<file path="config.mk">
export PLATFORM = sky130hd
export DESIGN_NAME = multicycle_sequencer_flat
export DESIGN_NICKNAME = d
export VERILOG_FILES = /design/src/rtl/multicycle_sequencer_if.sv /design/src/rtl/multicycle_sequencer.sv /design/src/flat_wrapper.sv
export SDC_FILE = /design/constraint.sdc
export NUM_CORES = 1
export LEC_CHECK = 0
export ABC_AREA = 1
export ABC_CLOCK_PERIOD_IN_PS = 3400
export BUFFER_PORTS_ARGS = -buffer_cell sky130_fd_sc_hd__buf_4
export CAP_MARGIN = 20
export CORE_ASPECT_RATIO = 1.4
export CORE_UTILIZATION = 57
export DETAILED_ROUTE_END_ITERATION = 10
export PLACE_DENSITY = 0.81
export SLEW_MARGIN = 0
export SYNTH_ARGS = -nofsm -noshare
export SYNTH_HDL_FRONTEND = slang
export SYNTH_SLANG_ARGS = --single-unit
</file>
<file path="constraint.sdc">
create_clock -name clk -period 3.4 [get_ports clk]
set_input_delay 1.02 -clock clk [delete_from_list [all_inputs] [get_ports clk]]
set_output_delay 1.02 -clock clk [all_outputs]
set_load 0.01 [all_outputs]
</file>
<file path="src/rtl/multicycle_sequencer_if.sv">
// Shared instruction/data memory port: the sequencer issues req/write/address-select
// and the memory answers with ready.
interface multicycle_sequencer_if;
  logic memReq;
  logic memWrite;
  logic memAddrSel;
  logic memReady;

  modport master (output memReq, output memWrite, output memAddrSel, input memReady);
  modport slave  (input memReq, input memWrite, input memAddrSel, output memReady);
endinterface

</file>
<file path="src/rtl/multicycle_sequencer.sv">
// Multi-cycle control sequencer: steps each instruction through fetch, decode, execute,
// memory and writeback, arbitrating one shared memory port and counting retirements.
module multicycle_sequencer #(
  parameter int MEM_TIMEOUT = 15,
  parameter int COUNT_WIDTH = 16
) (
  input  logic                   clk,
  input  logic                   rstN,
  input  logic                   run,
  input  logic [2:0]             opType,
  input  logic                   zeroFlag,
  multicycle_sequencer_if.master mem,
  output logic                   irWrite,
  output logic                   pcWrite,
  output logic                   pcSrc,
  output logic                   regWrite,
  output logic                   memToReg,
  output logic                   retire,
  output logic                   busError,
  output logic                   illegalOp,
  output logic [2:0]             state,
  output logic [COUNT_WIDTH-1:0] instrCount
);

  typedef enum logic [2:0] {
    IDLE      = 3'd0,
    FETCH     = 3'd1,
    DECODE    = 3'd2,
    EXECUTE   = 3'd3,
    MEMORY    = 3'd4,
    WRITEBACK = 3'd5,
    HALT      = 3'd6
  } state_t;

  localparam logic [2:0] OP_LOAD    = 3'd2;
  localparam logic [2:0] OP_STORE   = 3'd3;
  localparam logic [2:0] OP_CBRANCH = 3'd4;
  localparam logic [2:0] OP_BTYPE   = 3'd5;
  localparam logic [2:0] OP_ILLEGAL = 3'd7;
  localparam logic [7:0] WAIT_LAST  = 8'(MEM_TIMEOUT - 1);

  state_t                 state_q, state_d;
  logic [2:0]             op_q, op_d;
  logic [7:0]             wait_q, wait_d;
  logic [COUNT_WIDTH-1:0] count_q, count_d;
  logic                   bus_err_q, bus_err_d;
  logic                   illegal_q, illegal_d;

  logic   mem_req, mem_write, mem_addr_sel;
  logic   ir_write, pc_write, pc_src, reg_write, mem_to_reg, retire_c;
  state_t boundary_state;

  always_comb begin
    state_d      = state_q;
    op_d         = op_q;
    wait_d       = '0;
    bus_err_d    = bus_err_q;
    illegal_d    = illegal_q;
    mem_req      = 1'b0;
    mem_write    = 1'b0;
    mem_addr_sel = 1'b0;
    ir_write     = 1'b0;
    pc_write     = 1'b0;
    pc_src       = 1'b0;
    reg_write    = 1'b0;
    mem_to_reg   = 1'b0;
    retire_c     = 1'b0;
    // run is only honoured where an instruction has just retired
    boundary_state = run ? FETCH : IDLE;

    case (state_q)
      IDLE: begin
        if (run) state_d = FETCH;
      end
      FETCH: begin
        mem_req = 1'b1;
        if (mem.memReady) begin
          ir_write = 1'b1;
          pc_write = 1'b1;
          state_d  = DECODE;
        end else if (wait_q == WAIT_LAST) begin
          state_d   = HALT;
          bus_err_d = 1'b1;
        end else begin
          wait_d = wait_q + 8'd1;
        end
      end
      DECODE: begin
        op_d = opType;
        if (opType == OP_ILLEGAL) begin
          state_d   = HALT;
          illegal_d = 1'b1;
        end else begin
          state_d = EXECUTE;
        end
      end
      EXECUTE: begin
        case (op_q)
          OP_LOAD, OP_STORE: state_d = MEMORY;
          OP_CBRANCH: begin
            pc_write = zeroFlag;
            pc_src   = 1'b1;
            retire_c = 1'b1;
            state_d  = boundary_state;
          end
          OP_BTYPE: begin
            pc_write = 1'b1;
            pc_src   = 1'b1;
            retire_c = 1'b1;
            state_d  = boundary_state;
          end
          default: state_d = WRITEBACK;
        endcase
      end
      MEMORY: begin
        mem_req      = 1'b1;
        mem_addr_sel = 1'b1;
        mem_write    = (op_q == OP_STORE);
        if (mem.memReady) begin
          if (op_q == OP_STORE) begin
            retire_c = 1'b1;
            state_d  = boundary_state;
          end else begin
            state_d = WRITEBACK;
          end
        end else if (wait_q == WAIT_LAST) begin
          state_d   = HALT;
          bus_err_d = 1'b1;
        end else begin
          wait_d = wait_q + 8'd1;
        end
      end
      WRITEBACK: begin
        reg_write  = 1'b1;
        mem_to_reg = (op_q == OP_LOAD);
        retire_c   = 1'b1;
        state_d    = boundary_state;
      end
      HALT:    state_d = HALT;
      default: state_d = IDLE;
    endcase

    count_d = count_q + {{(COUNT_WIDTH-1){1'b0}}, retire_c};
  end

  always_ff @(posedge clk or negedge rstN) begin
    if (!rstN) begin
      state_q   <= IDLE;
      op_q      <= '0;
      wait_q    <= '0;
      count_q   <= '0;
      bus_err_q <= 1'b0;
      illegal_q <= 1'b0;
    end else begin
      state_q   <= state_d;
      op_q      <= op_d;
      wait_q    <= wait_d;
      count_q   <= count_d;
      bus_err_q <= bus_err_d;
      illegal_q <= illegal_d;
    end
  end

  assign mem.memReq     = mem_req;
  assign mem.memWrite   = mem_write;
  assign mem.memAddrSel = mem_addr_sel;
  assign irWrite        = ir_write;
  assign pcWrite        = pc_write;
  assign pcSrc          = pc_src;
  assign regWrite       = reg_write;
  assign memToReg       = mem_to_reg;
  assign retire         = retire_c;
  assign busError       = bus_err_q;
  assign illegalOp      = illegal_q;
  assign state          = state_q;
  assign instrCount     = count_q;

endmodule

</file>
<file path="src/flat_wrapper.sv">
// flat-port wrapper written by rule: the top's interface ports become plain ports
module multicycle_sequencer_flat 
#(
  parameter int MEM_TIMEOUT = 15,
  parameter int COUNT_WIDTH = 16
)
  (clk, rstN, run, opType, zeroFlag, irWrite, pcWrite, pcSrc, regWrite, memToReg, retire, busError, illegalOp, state, instrCount, mem_memReq, mem_memWrite, mem_memAddrSel, mem_memReady);
  multicycle_sequencer_if mem_i ();
  input  logic clk;
  input  logic rstN;
  input  logic run;
  input  logic [2:0] opType;
  input  logic zeroFlag;
  output logic irWrite;
  output logic pcWrite;
  output logic pcSrc;
  output logic regWrite;
  output logic memToReg;
  output logic retire;
  output logic busError;
  output logic illegalOp;
  output logic [2:0] state;
  output logic [COUNT_WIDTH-1:0] instrCount;
  output wire logic [$bits(mem_i.memReq)-1:0] mem_memReq;
  output wire logic [$bits(mem_i.memWrite)-1:0] mem_memWrite;
  output wire logic [$bits(mem_i.memAddrSel)-1:0] mem_memAddrSel;
  input wire logic [$bits(mem_i.memReady)-1:0] mem_memReady;
  assign mem_memReq = mem_i.memReq;
  assign mem_memWrite = mem_i.memWrite;
  assign mem_memAddrSel = mem_i.memAddrSel;
  assign mem_i.memReady = mem_memReady;
  multicycle_sequencer #(.MEM_TIMEOUT(MEM_TIMEOUT), .COUNT_WIDTH(COUNT_WIDTH)) u_core (.clk(clk), .rstN(rstN), .run(run), .opType(opType), .zeroFlag(zeroFlag), .mem(mem_i), .irWrite(irWrite), .pcWrite(pcWrite), .pcSrc(pcSrc), .regWrite(regWrite), .memToReg(memToReg), .retire(retire), .busError(busError), .illegalOp(illegalOp), .state(state), .instrCount(instrCount));
endmodule
</file>
==> impl_metrics.yaml, run 1 <==
global_routing:
  grt_pass1_vias: 1447
  grt_usage_pct: 26.9
  antenna_found_initial: 0
  grt_overflow: 0
  grt_start_max_net_pins: 33
  grt_pass1_wl_um: 6070
final_layout:
  synthToLayoutAreaGrowth_pct: 23.5
  final_core_util_pct: 76.8
  fin_cells: 271
  drive_gt1_share_pct: 26.8
  nFillCells: 186
  fin_nets: 246
  n_antenna_cell: 0
clock_network:
  clkLatencyLatePin_ps: 340
  holdBufCountCts: 0
  h-tree-depth: 2
  cts_tree: "done"
  numCtsBuffers: 5
  clkSinkCount: 32
  post-cts-setup-buffers: 0
  cts-root-buf: "clkbuf_4"
  cts_resized: 0
  cts_buffer_depth: 2
  clkTransAtPathRegs_ps: 90
sta:
  layout_setup_ws_ps: 756
  rsz0062_at_grt: "false"
  tightest_slew_ps: 397
  whs_ps: 486
  fin_worst_skew_ps: 15.7
  drv_slew: 0
  finalHoldViolCount: 0
  setup_viol: 0
  setup_tns_ps: 0
  timing.final.crit_share_pct: 77.8
  period_needed_ps: 2640
  slew_headroom_pct: 73.5
  max_freq_mhz: 378
yosys:
  yosysTopAreaCell: "dfrtp_1"
  synth_seq_cells: 32
  netlist_instances: 191
  yosys.cell_types.count: 27
  synth_nets: 203
  yosysWarnings: 0
  synth_area_leaders: "dfrtp_1 48%, nand2_1 7.6%, inv_1 4.7%, nor2_1 4.3%, xnor2_1 3.7%"
  synth_top_area_share_pct: 47.7
  synth_seq_area_share_pct: 47.7
  synth_area_um2: 1680
  syn_avg_cell_area_um2: 8.78
detailed_routing:
  wl_per_cell_um: 13.4
  antenna_left: 0
  drcViolationCount: 0
  vias_per_cell: 5.51
  postRouteWirelength_um: 3620
  drt-initial-drc-count: 46
  drtPass1Iterations: 4
  route.vias.total: 1494
floorplanning:
  start_util_pct: 62.2
  num_rows: 22
  fp.dieArea_um2: 3170
  dieHeight_um: 66.2
  io_pins: 38
  dieWidth_um: 47.9
  core_area_um2: 2700
outcome:
  outcome: "finished clean"
placed_design:
  port_buffers: 37
  placed_cells: 263
  dp_hpwl_um: 2690
  pre_cts_ws_ps: 791
  gp_congestion: 0.844
critical_path:
  r2r_slack_ps: 1110
  worstReg2RegStart: "u_core.state[2]"
  cp_max_fo: 8
  startpoint: "u_core.state[2]"
  cp-start-kind: "register"
  crit_path_end_kind: "primary output"
  crit_type: "register to primary output"
  crit_arrival_ps: 1620
  crit_required_ps: 2380
hold_path:
  hp-start: "u_core.illegalOp"
  min_path_type: "register to register"
pwr:
  leakage_nw: 1.01
  power.density_nw_per_um2: 635
  ir_drop_mv: 0.582
flow_run:
  maxCapViolations: 0
==> synth_stat cells <==
master	count
nand2_1	34
dfrtp_1	32
inv_1	21
nor2_1	19
o21ai_0	12
nand3_1	11
nand4_1	9
nor2_2	7
xnor2_1	7
xor2_1	6
nor3_1	5
ha_1	4
inv_2	3
nor3_2	3
o21ai_1	3
a21oi_1	2
nand3b_1	2
o21bai_1	2
a21o_1	1
and3_1	1
buf_2	1
nand2_4	1
nand3_2	1
nand3_4	1
nor3b_2	1
nor4_2	1
o21ai_4	1
==> metrics by stage <==
stage	cell area, µm²	total power [W]
floorplan	1680	0.000823
global placement	2000	0.00101
detailed placement	2000	0.00104
CTS	2070	0.00133
global route	2070	0.00141
finish	2070	0.00132
==> power by group <==
group          internal, W  leakage, nW  switching (W)
Combinational     0.000202        0.554       0.000270
Clock             0.000154       0.0422       0.000132
Sequential        0.000457        0.412       0.000101
Total             0.000813         1.01       0.000502
==> cells by family (layout without fill, tap and decap cells) <==
kind of cell             count (synthesis)  count (layout)  synth area share, %
flip-flops                              32              32                 47.7
buffers and inverters                   25              69                 5.67
AO/OA/AOI/OAI                           21              21                 7.38
XOR/XNOR                                13              13                 6.79
AND/OR/NAND/NOR                         96              96                 29.5
adder cells (fa/ha/maj)                  4               4                 2.98
==> cell type report <==
type	instances	area [µm²]	area share, %
clock buffers	6	41.3	1.99
clock inverters	2	35.0	1.69
inverters	24	90.1	4.35
multi-input cells	134	782	37.7
flip-flops and latches	32	801	38.6
well taps	36	45.0	2.17
repair buffers	37	278	13.4
==> per-layer routing <==
| metal | track usage, % | vias up | share of wire, % |
|---|---|---|---|
| met4 | 10.8 | 0 | 1.8 |
| li1 | - | 714 | - |
| met3 | 9.29 | 8 | 4.5 |
| met2 | 46.3 | 45 | 57 |
| met1 | 28.4 | 727 | 37 |
| met5 | 0 | - | 0 |
==> path summary, 6_finish.rpt <==
kind | end | cells past startpoint
worst max-delay path | retire | 5
worst min-delay path | u_core.illegalOp | 1
worst max register to register | u_core.instrCount[10] | 10
worst min register to register | u_core.illegalOp | 1
max in group asynchronous | u_core.op_q[1] | 1
min in group asynchronous | u_core.instrCount[12] | 1
==> cells in the final DEF, fill, tap and decap left out, types with 2 or more instances in the layout <==
master,count
a21oi_1,2
buf_4,37
clkbuf_4,5
dfrtp_1,32
ha_1,4
inv_1,21
inv_2,3
nand2_1,34
nand3_1,11
nand3b_1,2
nand4_1,9
nor2_1,19
nor2_2,7
nor3_1,5
nor3_2,3
o21ai_0,12
o21ai_1,3
o21bai_1,2
xnor2_1,7
xor2_1,6
==> flip-flops by register name (all words and copies together), names as in the netlist <==
name,count
u_core.instrCount,16
u_core.wait_q,8
u_core.op_q,3
u_core.state,3
u_core.busError,1
u_core.illegalOp,1
==> worst max-delay path, cell delays in order, from the launching register on <==
cell and delay [ps]:
dfrtp_1 580, inv_2 110, nor3_2 240, nor2_1 90, o21ai_1 120, buf_4 160
(Power assumes the default switching activity.)
==> run 2: changes to the inputs <==
--- a/config.mk
+++ b/config.mk
@@ -5,14 +5,14 @@
 export SDC_FILE = /design/constraint.sdc
 export NUM_CORES = 1
 export LEC_CHECK = 0
-export ABC_AREA = 1
-export ABC_CLOCK_PERIOD_IN_PS = 3400
+export ABC_AREA = 0
+export ABC_CLOCK_PERIOD_IN_PS = 2510
 export BUFFER_PORTS_ARGS = -buffer_cell sky130_fd_sc_hd__buf_4
 export CAP_MARGIN = 20
 export CORE_ASPECT_RATIO = 1.4
-export CORE_UTILIZATION = 57
+export CORE_UTILIZATION = 52
 export DETAILED_ROUTE_END_ITERATION = 10
-export PLACE_DENSITY = 0.81
+export PLACE_DENSITY = 0.75
 export SLEW_MARGIN = 0
 export SYNTH_ARGS = -nofsm -noshare
 export SYNTH_HDL_FRONTEND = slang
==> constraint.sdc (replaced) <==
create_clock -name clk -period 2.51 [get_ports clk]
set_input_delay 0.753 -clock clk [delete_from_list [all_inputs] [get_ports clk]]
set_output_delay 0.753 -clock clk [all_outputs]
set_load 0.01 [all_outputs]
==> run 2 against run 1 <==
Against the previous run:
- final area decreased by 2.8%
- final cell count is 15% lower
- register-to-register slack worse by 750 ps
- sequential cell count is the same
- area after synthesis decreased by 5.1%
- critical path depth down 1
- via count down 17%
- die area is 3.8% higher
- clock power increased by 39%
- clock-buffer cell count is 2 higher
- non-clock buffer count up 3
- wire length fell by 12%
- largest cell class unchanged
==> impl_metrics.yaml, run 2 <==
final_layout:
  design_area_um2: 2010
  nFillCells: 235
  synthToLayoutAreaGrowth_pct: 26.5
  multi_input_comb_area_um2: 764
  register_area_um2: 801
  fin_cells: 231
  final_core_util_pct: 70.0
  fin_nets: 205
  largest_reg_flops: 16
  drive_gt1_share_pct: 29.9
  final_cell_mix: "40 x buf_4, 32 x dfrtp_1, 19 x nor2_1"
  n_antenna_cell: 0
  final_common_cell: "buf_4"
detailed_routing:
  drt-initial-drc-count: 16
  postRouteWirelength_um: 3190
  wl_per_cell_um: 13.8
  drcViolationCount: 0
  drtPass1Iterations: 4
  antenna_left: 0
  vias_per_cell: 5.35
  route.vias.total: 1236
yosys:
  synthSimpleGateAreaFrac_pct: 26.4
  yosys.cell_types.count: 39
  netlist_instances: 149
  synth_area_um2: 1590
  yosysMostFrequentCell: "dfrtp_1"
  synth-compound-area-share_pct: 5.35
  yosysTopAreaCell: "dfrtp_1"
  synth_area_leaders: "dfrtp_1 50%, xor2_1 6.1%, xnor2_1 5.0%, nor2_1 4.5%, ha_1 3.1%"
  syn_avg_cell_area_um2: 10.7
  synth_edf_count: 0
  synth_nets: 161
  synth_seq_area_share_pct: 50.3
  synthMuxAreaShare_pct: 2.12
  synth-main-ff-cell: "dfrtp_1"
  synth_common_cells: "32 x dfrtp_1, 19 x nor2_1, 11 x xor2_1"
  yosysWarnings: 0
  synth_xor_area_share_pct: 11.0
  synthAdderAreaFrac_pct: 3.14
  synth_seq_cells: 32
  async_flop_share_pct: 100
  synth_top_area_share_pct: 50.3
  synth_top_family_by_area: "simple AND/OR/NAND/NOR gates"
global_routing:
  grt_usage_pct: 21.8
  antenna_found_initial: 0
  grt_overflow: 0
  grt_pass1_vias: 1193
  grt_start_max_net_pins: 33
  grt_pass1_wl_um: 5270
placed_design:
  dp_hpwl_um: 2400
  placed_cells: 223
  gp_congestion: 0.786
  place_area_um2: 1920
  port_buffers: 37
floorplanning:
  dieWidth_um: 48.8
  dieHeight_um: 67.5
  io_pins: 38
  start_util_pct: 55.3
  fp.dieArea_um2: 3290
  core_area_um2: 2880
  num_rows: 23
sta:
  finalHoldViolCount: 0
  timing.final.crit_share_pct: 89.3
  setup_viol: 0
  max_freq_mhz: 446
  tightest_slew_ps: 384
  rsz0062_at_grt: "false"
  period_needed_ps: 2240
  fin_worst_skew_ps: 2.29
  slew_headroom_pct: 74.4
  setup_tns_ps: 0
  drv_slew: 0
pwr:
  p_comb_share_pct: 34.6
  p_int_w: 0.00115
  power.density_nw_per_um2: 877
  leakage_nw: 1.00
  fin_total_pwr_w: 0.00177
  ir_drop_mv: 0.603
  seq_power_share_pct: 42.9
  p_clk_share_pct: 22.4
  switching_power_w: 0.000619
  switching_share_pct: 35.0
critical_path:
  crit_chain: "nor2b_1 > a31oi_1 > o22ai_1 > buf_4"
  cp_max_fo: 5
  crit_type: "register to primary output"
  slowest_delay_ps: 420
  crit_path_end_kind: "primary output"
  crit_required_ps: 1760
  r2r_slack_ps: 360
  crit_path_top_delay_cell: "dfrtp_1"
  cp-start-kind: "register"
  crit_arrival_ps: 1490
clock_network:
  cts_tree: "done"
  cts_buffer_depth: 2
  cts-root-buf: "clkbuf_8"
  clkTransAtPathRegs_ps: 60
  cts_resized: 0
  post-cts-setup-buffers: 0
  holdBufCountCts: 0
  h-tree-depth: 2
  clkSinkCount: 32
  clkLatencyLatePin_ps: 280
  numCtsBuffers: 5
flow_run:
  maxCapViolations: 0
outcome:
  outcome: "finished clean"
hold_path:
  min_path_type: "input port to asynchronous set/reset pin"
## run 2: cell families after synthesis
group / after synthesis
xor+xnor: 20
mux: 3
fa+ha+maj: 4
simple gates: 71
compound gates: 13
buf+inv: 6
flops: 32
## run 2: cell type report
cell class                      count  area share [%]
Clock buffer                        8            4.47
Tap cell                           37            2.30
Inverter                            3           0.559
Timing Repair Buffer               40            14.9
Sequential cell                    32            39.8
Multi-Input combinational cell    111            38.0
## run 2: worst max-delay path, delay by kind of cell, from the launching register on
| family | cells | cell delay, ps |
|---|---|---|
| buffers and inverters | 1 | 170 |
| AOI/OAI and AO/OA | 2 | 340 |
| DFF | 1 | 420 |
| and+or+nand+nor | 1 | 280 |
## run 2: path summary, 6_finish.rpt
path | from | endpoint | depth (start not counted)
max | u_core.op_q[1] | retire | 4
min | rstN | u_core.instrCount[4] | 1
max reg2reg | u_core.op_q[1] | u_core.instrCount[10] | 9
min reg2reg | u_core.illegalOp | u_core.illegalOp | 1
max in group asynchronous | rstN | u_core.busError | 1
min in group clk | u_core.illegalOp | u_core.illegalOp | 1
## run 2: routing by layer
| layer | up-vias | routed length (µm) | global-route usage, % |
|---|---|---|---|
| li1 | 605 | - | - |
| met1 | 586 | 1320 | 23.3 |
| met2 | 39 | 1670 | 39.9 |
| met3 | 6 | 146 | 6.08 |
| met5 | - | 0 | 0 |
| met4 | 0 | 53 | 9.93 |
## run 2: power groups by stage
stage	clock network (W)	registers, W	logic (W)
after global placement	0	0.000759	0.000605
after floorplan	0	0.000756	0.000338
after global routing	0.000430	0.000774	0.000677
after detailed placement	0	0.000767	0.000614
after CTS	0.000409	0.000758	0.000617
final	0.000397	0.000759	0.000611
## run 2: stage by stage
| stage | setup WS [ps] | hold WS [ps] |
|---|---|---|
| 5_1_grt | 159 | 418 |
| 3_5_place_dp | 212 | 451 |
| 6_report | 268 | 395 |
| 3_3_place_gp | 255 | 448 |
| 4_1_cts | 260 | 403 |
| 2_1_floorplan | 272 | 457 |
==> run 3: changes to the inputs <==
--- a/config.mk
+++ b/config.mk
@@ -6,13 +6,13 @@
 export NUM_CORES = 1
 export LEC_CHECK = 0
 export ABC_AREA = 0
-export ABC_CLOCK_PERIOD_IN_PS = 2510
+export ABC_CLOCK_PERIOD_IN_PS = 2730
 export BUFFER_PORTS_ARGS = -buffer_cell sky130_fd_sc_hd__buf_4
 export CAP_MARGIN = 20
 export CORE_ASPECT_RATIO = 1.4
-export CORE_UTILIZATION = 52
+export CORE_UTILIZATION = 56
 export DETAILED_ROUTE_END_ITERATION = 10
-export PLACE_DENSITY = 0.75
+export PLACE_DENSITY = 0.8
 export SLEW_MARGIN = 0
 export SYNTH_ARGS = -nofsm -noshare
 export SYNTH_HDL_FRONTEND = slang
==> constraint.sdc (replaced) <==
create_clock -name clk -period 2.73 [get_ports clk]
set_input_delay 0.819 -clock clk [delete_from_list [all_inputs] [get_ports clk]]
set_output_delay 0.819 -clock clk [all_outputs]
set_load 0.01 [all_outputs]
==> run 3 against run 2 <==
Against the previous run:
- power decreased by 9.9%
- global-route usage rose by 1.1 points
- worst hold slack worse by 3.4 ps
- die area down 6.9%
- sequential share of layout area up 0.68 points
- non-clock buffer count shrank 3
- worst setup slack better by 53 ps
- sequential power shrank 5.4%
- register-to-register slack better by 90 ps
- clock power down 8.3%
- clock skew grew 8.1 ps
==> impl_metrics.yaml, run 3 (synthesized netlist as in run 2, its figures left out) <==
detailed_routing:
  drt-initial-drc-count: 56
  antenna_left: 0
  postRouteWirelength_um: 3000
  route.vias.total: 1235
  drcViolationCount: 0
  drtPass1Iterations: 4
  vias_per_cell: 5.44
  wl_per_cell_um: 13.2
pwr:
  fin_total_pwr_w: 0.00159
  ir_drop_mv: 0.689
  power.density_nw_per_um2: 804
  switching_share_pct: 35.6
  p_comb_share_pct: 32.0
  leakage_nw: 0.984
  seq_power_share_pct: 45.1
  switching_power_w: 0.000566
  p_clk_share_pct: 22.9
  p_int_w: 0.00103
critical_path:
  cp-start-kind: "register"
  crit_path_end_kind: "primary output"
  crit_type: "register to primary output"
  crit_required_ps: 1910
  cp_max_fo: 12
  r2r_slack_ps: 450
  crit_arrival_ps: 1590
sta:
  tightest_slew_ps: 413
  whs_ps: 392
  slew_headroom_pct: 72.5
  finalHoldViolCount: 0
  fin_worst_skew_ps: 10.4
  period_needed_ps: 2410
  timing.final.crit_share_pct: 88.3
  setup_tns_ps: 0
  max_freq_mhz: 415
  drv_slew: 0
  setup_viol: 0
  rsz0062_at_grt: "false"
global_routing:
  grt_overflow: 0
  top_usage_layer: "met2"
  grt_pass1_wl_um: 4980
  antenna_found_initial: 0
  grt_start_max_net_pins: 33
  use_met2_pct: 37.7
  grt_usage_pct: 22.9
  use_met3_pct: 5.85
  use_met1_pct: 27.3
  grt_pass1_vias: 1213
floorplanning:
  fp.dieArea_um2: 3060
  core_area_um2: 2670
  dieWidth_um: 47.1
  num_rows: 22
  start_util_pct: 59.6
  io_pins: 38
  dieHeight_um: 65.1
outcome:
  outcome: "finished clean"
placed_design:
  dp_hpwl_um: 2200
  port_buffers: 37
  place_area_um2: 1900
  placed_cells: 219
  gp_congestion: 0.853
clock_network:
  clkSinkCount: 32
  clkTransAtPathRegs_ps: 110
  clkLatencyLatePin_ps: 340
  cts-root-buf: "clkbuf_4"
  post-cts-setup-buffers: 0
  cts_resized: 0
  holdBufCountCts: 0
  cts_tree: "done"
  numCtsBuffers: 5
  h-tree-depth: 2
  cts_buffer_depth: 2
final_layout:
  fin_nets: 202
  synthToLayoutAreaGrowth_pct: 24.4
  largest_reg_flops: 16
  final_cell_mix: "37 x buf_4, 32 x dfrtp_1, 19 x nor2_1"
  n_antenna_cell: 0
  multi_input_comb_area_um2: 764
  drive_gt1_share_pct: 29.8
  final_common_cell: "buf_4"
  nFillCells: 202
  design_area_um2: 1980
  fin_cells: 227
  register_area_um2: 801
hold_path:
  min_path_type: "input port to asynchronous set/reset pin"
flow_run:
  maxCapViolations: 0
run 3: cell count changes in the layout (fill, tap and decap cells not counted), sizes merged:
cell / change
clkinvlp: +1
bufinv: +1
clkinv: +1
clkbuf: -3
buf: -3
run 3: per-layer routing:
metal  vias up  part of all wire (%)
met1       584                    41
met4         0                   1.3
met3         6                   4.0
met2        42                    53
met5         -                     0
li1        603                     -
run 3: cell type report:
cell class	instances	area share, %
clock buffers	5	1.90
clock inverters	3	2.15
inverters	3	0.569
multi-input cells	111	38.6
flip-flops and latches	32	40.5
well taps	36	2.28
repair buffers	37	14.0
run 3: worst max-delay path: stages, from the launching register on:
cell and delay, ps:
dfrtp_1 610, nand4b_1 210, nor2_1 150, o21ai_0 110, nand2b_1 80, buf_4 110
run 3: through the flow:
step / setup WS (ps) / utilization, %
after floorplan: 426 / -
after global placement: 308 / 71.1
after detailed placement: 255 / 71.1
after CTS: 303 / 74.1
after global routing: 164 / 74.1
final: 320 / 74.1
run 3: worst paths after layout:
path                            startpoint                     to  depth (start not counted)
min in group clk           u_core.busError        u_core.busError                          1
hold reg to reg            u_core.busError        u_core.busError                          1
hold / removal                        rstN   u_core.instrCount[4]                          1
setup reg to reg           u_core.state[1]  u_core.instrCount[10]                          8
max in group asynchronous             rstN        u_core.busError                          1
setup / recovery           u_core.state[1]                pcWrite                          5
run 3: power groups by stage:
stage / logic [W] / registers (W) / clock network (W)
3_5_place_dp: 0.000513 / 0.000728 / 0
4_1_cts: 0.000516 / 0.000717 / 0.000373
6_report: 0.000509 / 0.000718 / 0.000364
3_3_place_gp: 0.000499 / 0.000723 / 0
5_1_grt: 0.000567 / 0.000739 / 0.000394
2_1_floorplan: 0.000311 / 0.000695 / 0
